### config.mk
export PLATFORM = sky130hd
export DESIGN_NAME = sram_port_initiator_flat
export DESIGN_NICKNAME = d
export VERILOG_FILES = /design/src/rtl/sram_port_initiator_pkg.sv /design/src/rtl/sram_port_initiator_if.sv /design/src/rtl/sram_rsp_fifo.sv /design/src/rtl/sram_port_initiator.sv /design/src/flat_wrapper.sv
export SDC_FILE = /design/constraint.sdc
export NUM_CORES = 1
export LEC_CHECK = 0
export CORE_AREA = 2 2 426 428
export DETAILED_ROUTE_END_ITERATION = 16
export DIE_AREA = 0 0 428 430
export PLACE_DENSITY = 0.33
export RECOVER_POWER = 100
export SLEW_MARGIN = 20
export SYNTH_ARGS = -nofsm -noshare
export SYNTH_HDL_FRONTEND = slang
export SYNTH_HIERARCHICAL = 1
export SYNTH_SLANG_ARGS = --single-unit
### constraint.sdc
create_clock -name clk -period 17.8 [get_ports clk]
set_clock_uncertainty 0.1 [all_clocks]
set_input_delay 1.78 -clock clk [delete_from_list [all_inputs] [get_ports clk]]
set_output_delay 1.78 -clock clk [all_outputs]
set_load 0.005 [all_outputs]
### src/rtl/sram_port_initiator_pkg.sv
// Shared types and constants for the SRAM port initiator and its response buffer.
package sram_if_pkg;

  typedef enum logic [1:0] {
    WAIT = 2'd0,
    INIT = 2'd1,
    RUN  = 2'd2
  } init_state_e;

  localparam int FIFO_DEPTH = 2;
  localparam int FIFO_CNT_W = $clog2(FIFO_DEPTH + 1);

endpackage

### src/rtl/sram_port_initiator_if.sv
// Request/response stream bundle between the cache datapath (master) and the SRAM port initiator (slave).
interface sram_port_initiator_if #(
  parameter int ADDR_WIDTH = 4,
  parameter int DATA_WIDTH = 256,
  parameter int NUM_WMASKS = 32
) ();

  logic                  req_valid;
  logic                  req_ready;
  logic                  req_we;
  logic [ADDR_WIDTH-1:0] req_addr;
  logic [NUM_WMASKS-1:0] req_wmask;
  logic [DATA_WIDTH-1:0] req_wdata;
  logic                  rsp_valid;
  logic                  rsp_ready;
  logic [DATA_WIDTH-1:0] rsp_rdata;

  modport master (
    output req_valid, req_we, req_addr, req_wmask, req_wdata, rsp_ready,
    input  req_ready, rsp_valid, rsp_rdata
  );

  modport slave (
    input  req_valid, req_we, req_addr, req_wmask, req_wdata, rsp_ready,
    output req_ready, rsp_valid, rsp_rdata
  );

endinterface

### src/rtl/sram_rsp_fifo.sv
// Two-entry response buffer for SRAM read data; simultaneous push and pop keep the count unchanged.
module sram_rsp_fifo
  import sram_if_pkg::*;
#(
  parameter int DATA_WIDTH = 256
) (
  input  logic                  clk,
  input  logic                  rst_n,
  input  logic                  push,
  input  logic                  pop,
  input  logic [DATA_WIDTH-1:0] din,
  output logic [FIFO_CNT_W-1:0] count,
  output logic [DATA_WIDTH-1:0] head
);

  localparam int PTR_W = $clog2(FIFO_DEPTH);

  logic [DATA_WIDTH-1:0] mem [FIFO_DEPTH];
  logic [PTR_W-1:0]      wr_ptr;
  logic [PTR_W-1:0]      rd_ptr;

  always_ff @(posedge clk or negedge rst_n) begin
    if (!rst_n) begin
      wr_ptr <= '0;
      rd_ptr <= '0;
      count  <= '0;
    end else begin
      if (push) wr_ptr <= wr_ptr + 1'b1;
      if (pop)  rd_ptr <= rd_ptr + 1'b1;
      case ({push, pop})
        2'b10:   count <= count + 1'b1;
        2'b01:   count <= count - 1'b1;
        default: count <= count;
      endcase
    end
  end

  // Storage carries data only, so it is left out of reset.
  always_ff @(posedge clk) begin
    if (push) mem[wr_ptr] <= din;
  end

  assign head = mem[rd_ptr];

  // The credit rule upstream guarantees a push never lands on a full buffer.
  assert property (@(posedge clk) disable iff (!rst_n)
    !(push && !pop && (count == FIFO_CNT_W'(FIFO_DEPTH))));

endmodule

### src/rtl/sram_port_initiator.sv
// Drives a single-port OpenRAM array from a valid/ready request stream: zero-fills the array after
// reset, then issues reads/writes and returns read data in order through a 2-entry buffer.
module sram_port_initiator
  import sram_if_pkg::*;
#(
  parameter int ADDR_WIDTH = 4,
  parameter int DATA_WIDTH = 256,
  parameter int NUM_WMASKS = 32
) (
  input  logic                  clk,
  input  logic                  rst_n,
  sram_port_initiator_if.slave  bus,
  output logic                  init_done,
  output logic                  csb0,
  output logic                  web0,
  output logic [NUM_WMASKS-1:0] wmask0,
  output logic [ADDR_WIDTH-1:0] addr0,
  output logic [DATA_WIDTH-1:0] din0,
  input  logic [DATA_WIDTH-1:0] dout0
);

  localparam int RAM_DEPTH = 1 << ADDR_WIDTH;

  init_state_e           state;
  init_state_e           state_nxt;
  logic [ADDR_WIDTH-1:0] init_cnt;
  logic                  inflight;
  logic                  accept;
  logic                  fifo_push;
  logic                  fifo_pop;
  logic                  fifo_empty;
  logic [FIFO_CNT_W-1:0] fifo_count;
  logic [DATA_WIDTH-1:0] fifo_head;

  always_ff @(posedge clk or negedge rst_n) begin
    if (!rst_n) begin
      state    <= WAIT;
      init_cnt <= '0;
      inflight <= 1'b0;
    end else begin
      state    <= state_nxt;
      if (state == INIT) init_cnt <= init_cnt + 1'b1;
      inflight <= accept && !bus.req_we;
    end
  end

  always_comb begin
    state_nxt = state;
    case (state)
      WAIT:    state_nxt = INIT;
      INIT:    if (init_cnt == ADDR_WIDTH'(RAM_DEPTH - 1)) state_nxt = RUN;
      RUN:     state_nxt = RUN;
      default: state_nxt = WAIT;
    endcase
  end

  // One credit per outstanding read: buffered data plus the read currently in the SRAM.
  assign bus.req_ready = (state == RUN) &&
                         ((int'(fifo_count) + int'(inflight)) < FIFO_DEPTH);
  assign accept        = bus.req_valid && bus.req_ready;
  assign init_done     = (state == RUN);

  always_comb begin
    csb0   = 1'b1;
    web0   = 1'b1;
    wmask0 = '0;
    addr0  = '0;
    din0   = '0;
    if (state == INIT) begin
      csb0   = 1'b0;
      web0   = 1'b0;
      wmask0 = '1;
      addr0  = init_cnt;
    end else if (accept) begin
      csb0  = 1'b0;
      web0  = ~bus.req_we;
      addr0 = bus.req_addr;
      if (bus.req_we) begin
        wmask0 = bus.req_wmask;
        din0   = bus.req_wdata;
      end
    end
  end

  // Read data bypasses the empty buffer so a response appears the cycle after issue.
  assign fifo_empty    = (fifo_count == '0);
  assign fifo_pop      = bus.rsp_ready && !fifo_empty;
  assign fifo_push     = inflight && !(fifo_empty && bus.rsp_ready);
  assign bus.rsp_valid = !fifo_empty || inflight;
  assign bus.rsp_rdata = fifo_empty ? dout0 : fifo_head;

  sram_rsp_fifo #(
    .DATA_WIDTH (DATA_WIDTH)
  ) u_rsp_fifo (
    .clk   (clk),
    .rst_n (rst_n),
    .push  (fifo_push),
    .pop   (fifo_pop),
    .din   (dout0),
    .count (fifo_count),
    .head  (fifo_head)
  );

endmodule

### src/flat_wrapper.sv
// flat-port wrapper written by rule: the top's interface ports become plain ports
module sram_port_initiator_flat import sram_if_pkg::*;
#(
  parameter int ADDR_WIDTH = 4,
  parameter int DATA_WIDTH = 256,
  parameter int NUM_WMASKS = 32
)
  (clk, rst_n, init_done, csb0, web0, wmask0, addr0, din0, dout0, bus_req_valid, bus_req_we, bus_req_addr, bus_req_wmask, bus_req_wdata, bus_rsp_ready, bus_req_ready, bus_rsp_valid, bus_rsp_rdata);
  sram_port_initiator_if #(.ADDR_WIDTH(ADDR_WIDTH), .DATA_WIDTH(DATA_WIDTH), .NUM_WMASKS(NUM_WMASKS)) bus_i ();
  input  logic clk;
  input  logic rst_n;
  output logic init_done;
  output logic csb0;
  output logic web0;
  output logic [NUM_WMASKS-1:0] wmask0;
  output logic [ADDR_WIDTH-1:0] addr0;
  output logic [DATA_WIDTH-1:0] din0;
  input  logic [DATA_WIDTH-1:0] dout0;
  input wire logic [$bits(bus_i.req_valid)-1:0] bus_req_valid;
  input wire logic [$bits(bus_i.req_we)-1:0] bus_req_we;
  input wire logic [$bits(bus_i.req_addr)-1:0] bus_req_addr;
  input wire logic [$bits(bus_i.req_wmask)-1:0] bus_req_wmask;
  input wire logic [$bits(bus_i.req_wdata)-1:0] bus_req_wdata;
  input wire logic [$bits(bus_i.rsp_ready)-1:0] bus_rsp_ready;
  output wire logic [$bits(bus_i.req_ready)-1:0] bus_req_ready;
  output wire logic [$bits(bus_i.rsp_valid)-1:0] bus_rsp_valid;
  output wire logic [$bits(bus_i.rsp_rdata)-1:0] bus_rsp_rdata;
  assign bus_i.req_valid = bus_req_valid;
  assign bus_i.req_we = bus_req_we;
  assign bus_i.req_addr = bus_req_addr;
  assign bus_i.req_wmask = bus_req_wmask;
  assign bus_i.req_wdata = bus_req_wdata;
  assign bus_i.rsp_ready = bus_rsp_ready;
  assign bus_req_ready = bus_i.req_ready;
  assign bus_rsp_valid = bus_i.rsp_valid;
  assign bus_rsp_rdata = bus_i.rsp_rdata;
  sram_port_initiator #(.ADDR_WIDTH(ADDR_WIDTH), .DATA_WIDTH(DATA_WIDTH), .NUM_WMASKS(NUM_WMASKS)) u_core (.clk(clk), .rst_n(rst_n), .bus(bus_i), .init_done(init_done), .csb0(csb0), .web0(web0), .wmask0(wmask0), .addr0(addr0), .din0(din0), .dout0(dout0));
endmodule
Word level (Yosys, flattened, before mapping):

Memory sizes are Yosys's and may differ from the RTL's.
Index checks and enable logic that the tools add are counted.

* memories: 1
* logic and storage cells: 52
* output and inout port bits: 553
* register bits: 11
* RAM bits: 512

* bitwise logic cells: 1
* mux-type cells: 18
* reductions and logical operators: 13
* order comparisons: 1
* add/sub/neg operators: 6
* equal/unequal tests: 6

Memories
* u_core.u_rsp_fifo.mem: depth 2, width 256, rd ports 1, clocked after Yosys merged registers in 0, wr ports 1, RTL line sram_rsp_fifo.sv:18 `logic [DATA_WIDTH-1:0] mem [FIFO_DEPTH];`

Operators with widths (count)
* $mux 256: 4
* $mux 32: 3
* $lt 32x3->1 const B: 1
* $mux 4: 2
* $logic_and 1x1->1: 6
* $mux 1: 6
* $pmux 2 s3: 1
* $add 4x1->4 const B: 1
* $eq 2x1->1 const B: 2
* $eq 2x2->1 const B: 2
* $eq 4x4->1 const B: 1
* $logic_not 2->1: 2
* $pmux 2 s2: 1
* $add 2x1->3: 1
* $logic_not 1->1: 3
* $add 1x1->1 const B: 2
* $add 2x1->2 const B: 1
* $mux 2: 1
* $ne 2x1->1 const B: 1
* $reduce_bool 2->1: 1
* $sub 2x1->2 const B: 1
* $logic_or 1x1->1: 1
* $not 1->1: 1

Depth between registers and ports, before layout:

* depth after elaboration: 6
* depth in mapped cells: 9
* gate-level depth less buffers: 7

Modules after synthesis:

The synthesis kept the hierarchy.

Modules (own cells, without submodules)
* sram_rsp_fifo: area each 19658.9 µm², times used 1, cells each 811
* sram_port_initiator: area each 8207.9 µm², times used 1, cells each 1048

Worst setup path before layout:

Ideal clock, no wire load.

* kind: input -> register
* start point: input bus_rsp_ready
* end point: memory u_core.u_rsp_fifo.mem[0][0], enable pin
* arrival time: 12.757 ns
* setup time: 0.877 ns
* slack: 4.066 ns
* cell stages on the path: 3
* path through: a21boi_0 inv_1 nor2_1

* word-level cells in the longest chain between the ends: 5

RTL lines
* start: declaration: RTL line flat_wrapper.sv:24 `input wire logic [$bits(bus_i.rsp_ready)-1:0] bus_rsp_ready;`
* $logic_and 1x1->1: RTL line sram_port_initiator.sv:88 `assign fifo_push = inflight && !(fifo_empty && bus.rsp_ready);`
* $logic_not 1->1: RTL line sram_port_initiator.sv:88
* $logic_and 1x1->1: RTL line sram_port_initiator.sv:88
* $mux 1: RTL line sram_rsp_fifo.sv:40 `if (push) mem[wr_ptr] <= din;`
* $mux 1 (implied by the code): RTL line sram_rsp_fifo.sv:40
* end: declaration: RTL line sram_rsp_fifo.sv:18

No other way between the ends.

Worst setup path after layout:

* start point: register u_core.u_rsp_fifo.count[0]
* end point: output din0[13]

* word-level cells in the longest chain between the ends: 6

RTL lines
* start: declaration: RTL line sram_rsp_fifo.sv:12 `output logic [FIFO_CNT_W-1:0] count,`
* start signal: assignment: RTL line sram_rsp_fifo.sv:31 `2'b10: count <= count + 1'b1;`
* start signal: assignment: RTL line sram_rsp_fifo.sv:32 `2'b01: count <= count - 1'b1;`
* start signal: assignment: RTL line sram_rsp_fifo.sv:33 `default: count <= count;`
* $add 2x1->3: RTL line sram_port_initiator.sv:59 `((int'(fifo_count) + int'(inflight)) < FIFO_DEPTH);`
* $lt 32x3->1: RTL line sram_port_initiator.sv:59
* $logic_and 1x1->1: RTL line sram_port_initiator.sv:58 `assign bus.req_ready = (state == RUN) &&`
* $logic_and 1x1->1: RTL line sram_port_initiator.sv:60 `assign accept = bus.req_valid && bus.req_ready;`
* $mux 256: RTL line sram_port_initiator.sv:74 `end else if (accept) begin`
* $mux 256: RTL line sram_port_initiator.sv:69 `if (state == INIT) begin`
* end: declaration: RTL line flat_wrapper.sv:17 `output logic [DATA_WIDTH-1:0] din0;`

No other way between the ends.

==> reports/results.tsv <==
stage	metric	value	unit
timing	rsz0062_at_grt	no	
clock_network	cts_resized	0	
synth	synth_simple_gate_area_share	13.0	%
route	vias	20800	
timing	relSlewSlack	-174	%
timing	period_minus_slack	11450	ps
synth	synth_compound_area_share	1.11	%
synth	synth_cells	1859	
clock_network	clock_sinks	523	
route	dr.pass1.iters	5	
setup_path	slowest_stage	clkbuf_1	
route	via_per_inst	3.91	
setup_path	reg2reg_slack	8140	ps
die	start_util	15.5	%
clock_network	cts-buffers-inserted	71	
clock_network	clock_path_buffers	3	
synth	synthMuxAreaShare	23.8	%
timing	setup_tns	0	ps
synth	yosysSeqAreaShare	56.2	%
die	die_w	428	um
power_and_ir_drop	peakVddDrop	0.0000667	V
job	cap_violations	19	
route	drc_errors	0	
power_and_ir_drop	pwr-share-clk	25.4	%
min_path	hold_path_depth	1	
run_status	violations	capacitance limit, slew limit	
power_and_ir_drop	p_per_area	129	nW/um2
power_and_ir_drop	p_sw	1900	uW
placement	dp.cells	5175	
setup_path	ff2ff_path_depth	5	
timing	fin_crit_sh	64.3	%
setup_path	critPathMaxStageDelay	3000	ps
timing	setup_viol	0	
setup_path	timing.rr.start	u_core/u_rsp_fifo/count[0]	
run_status	status	finished, violations left	
setup_path	crit_fanout	91	
setup_path	start_kind	flip-flop	
die	core-area	180000	um2
setup_path	required	15920	ps
die	rows	156	
placement	place_worst_setup_slack	10560	ps
synth	synth-xor-area-share	0.251	%
setup_path	arrival	9570	ps
global_routing	grt_start_max_net_pins	140	
clock_network	h-tree-depth	3	
die	dieArea	184000	um2
synth	ys_seq_elements	523	
setup_path	r2r-end	u_core/u_rsp_fifo/mem[1][107]	
timing	report.final.hold_viol_count	0	
setup_path	end_kind	output pin	
setup_path	critPathKind	reg2out	
timing	fin_ws	6350	ps
route	drtAntennaViolNets	0	
global_routing	grt_overflow	0	
route	drtIter0Drc	1099	
setup_path	crit_top_cell	clkbuf_1	
route	drt-total-wl	164	mm
global_routing	grt_pass1_wl	214	mm
clock_network	root_buffer	clkbuf_16	
timing	worstMarginPinSlew	4110	ps
layout	drive_gt1_share	21.5	%
power_and_ir_drop	comb_power_share	46.8	%
power_and_ir_drop	p_seq_share	27.8	%
layout	area_delta_synth_final	54.4	%
min_path	min_from	u_core/u_rsp_fifo/wr_ptr	
timing	fmax	0.0873	GHz
power_and_ir_drop	p_leak	0.0154	uW
timing	final_max_slew_viol_count	1071	
global_routing	grt_use_total	17.3	%
synth	synth_area	27900	um2
clock_network	cts-hold-fix-buffers	0	
clock_network	cts_tree	done	
synth	syn_avg_cell_area	15.0	um2
power_and_ir_drop	internal_power	3640	uW
power_and_ir_drop	switching_share	34.3	%
min_path	hold-path-endpoint	u_core/u_rsp_fifo/wr_ptr	
synth	synth_top_family_by_area	multiplexers	
clock_network	clk_pin_slew	50	ps
placement	numPortBuffers	1105	
setup_path	crit_chain	and2_0 > clkbuf_1 > clkbuf_1 > nor4_1 > dlygate4sd3_1	
global_routing	antenna_found_initial	154	
synth	synth.distinct_cells	33	
die	ios	1106	
min_path	min_path_type	reg2reg	
clock_network	post-cts-setup-buffer-count	0	
placement	place_hpwl	132	mm
layout	final_cells	5323	
clock_network	insertion_delay	620	ps
synth	synth_fa_ha_area_share	0.224	%
synth	synth_warnings	6	
layout	fin_nets	3436	
synth	syn-num-nets	2417	
placement	gp_congestion	0.911	
die	fp.dieH	430	um
global_routing	grt_pass1_vias	21600	
route	detail_route.wl_per_cell	30.9	um
[logic make-up (layout without fill, tap and decap cells)]
family                     count (synthesis)  count (layout)
and+or+nand+nor                          572             572
buffers and inverters                    197            1270
DFF                                      523             523
other                                      0              21
muxes                                    513             513
AOI/OAI and AO/OA                         41              41
adders and majority gates                  5               5
xor gates and xnor gates                   8               8
[synthesized netlist by cell type, drive strengths merged]
cell | count | area [um2]
nor4 | 257 | 1730
and3 | 1 | 6.26
a21boi | 1 | 7.51
clkbuf | 48 | 180
nand4 | 3 | 18.8
nand2 | 8 | 30.0
nand3 | 32 | 160
and2 | 2 | 12.5
nor2b | 1 | 6.26
o211ai | 2 | 15.0
nand2b | 259 | 1620
xor2 | 4 | 35.0
inv | 4 | 15.0
ha | 5 | 62.6
clkinv | 1 | 3.75
nor2 | 4 | 17.5
mux2 | 513 | 6640
or3 | 1 | 6.26
o31a | 2 | 17.5
edfxtp | 512 | 15400
xnor2 | 4 | 35.0
nand3b | 4 | 30.0
o31ai | 36 | 270
buf | 144 | 1300
dfrtp | 11 | 275
[how the worst max path moves through the flow]
| stage | startpoint | end | slack (ps) | depth (start not counted) |
|---|---|---|---|---|
| 3_3_place_gp | bus_req_valid | din0[28] | 10500 | 7 |
| 2_1_floorplan | bus_rsp_ready | u_core/u_rsp_fifo/mem[0][0] | 4070 | 3 |
| 3_5_place_dp | bus_req_valid | din0[28] | 10560 | 7 |
| 5_1_grt | u_core/state[1] | din0[48] | 5200 | 7 |
| 6_report | u_core/u_rsp_fifo/count[0] | din0[13] | 6350 | 5 |
| 4_1_cts | bus_req_valid | din0[28] | 10560 | 7 |
[critical path: cells and delay by family, from the launching register on]
kind	cells	cell delay [ps]
buffers and inverters	3	6040
and+or+nand+nor	2	2420
DFF	1	420
[cell type report]
type | count | area [um2]
inverters | 5 | 18.8
repair buffers | 1138 | 11300
diodes | 21 | 52.6
well taps | 2370 | 2970
clock inverters | 45 | 480
flip-flops and latches | 523 | 15700
fillers | 18900 | 137000
clock buffers | 82 | 1840
multi-input cells | 1139 | 10700
[sequential cells by signal (all words and copies together) (netlist names)]
name and count:
u_core/state 2, u_core/inflight 1, u_core/init_cnt 4, u_core/u_rsp_fifo/rd_ptr 1, u_core/u_rsp_fifo/mem 512, u_core/u_rsp_fifo/count 2, u_core/u_rsp_fifo/wr_ptr 1
[cells in the final DEF (no fill, tap or decap), drive strengths merged]
cell type        n
a21boi           1
and2             2
and3             1
buf             14
bufinv           5
clkbuf         101
clkdlybuf4s50  338
clkinv          37
clkinvlp         2
dfrtp           11
diode           21
dlygate4sd3    767
edfxtp         512
ha               5
inv              6
mux2           513
nand2            8
nand2b         259
nand3           32
nand3b           4
nand4            3
nor2             4
nor2b            1
nor4           257
o211ai           2
o31a             2
o31ai           36
or3              1
xnor2            4
xor2             4
[through the flow]
| step | utilization, % | hold WS [ps] | cell area (um2) | power [uW] |
|---|---|---|---|---|
| floorplan | - | 356 | 27900 | 3020 |
| global placement | 22.7 | 441 | 40700 | 4400 |
| detailed placement | 22.7 | 441 | 40700 | 4380 |
| CTS | 24.0 | 453 | 43100 | 5830 |
| global route | 23.9 | 416 | 43000 | 5820 |
| finish | 23.9 | 394 | 43000 | 5540 |
[power by group through the flow]
stage | Sequential (uW) | Combinational [uW] | Clock, uW
after floorplan | 1580 | 1440 | 0
after global placement | 1560 | 2830 | 0
after detailed placement | 1570 | 2810 | 0
after CTS | 1540 | 2820 | 1470
after global routing | 1550 | 2750 | 1520
final | 1540 | 2590 | 1410
[metal layers]
metal | vias up | part of all wire [%] | GRT usage, %
met5 | - | 0.17 | 0
met4 | 44 | 3.2 | 4.79
met3 | 367 | 5.2 | 4.15
met2 | 853 | 55 | 33.7
met1 | 10300 | 36 | 18.1
li1 | 9248 | - | -
Power figures use the tool's default switching activity.
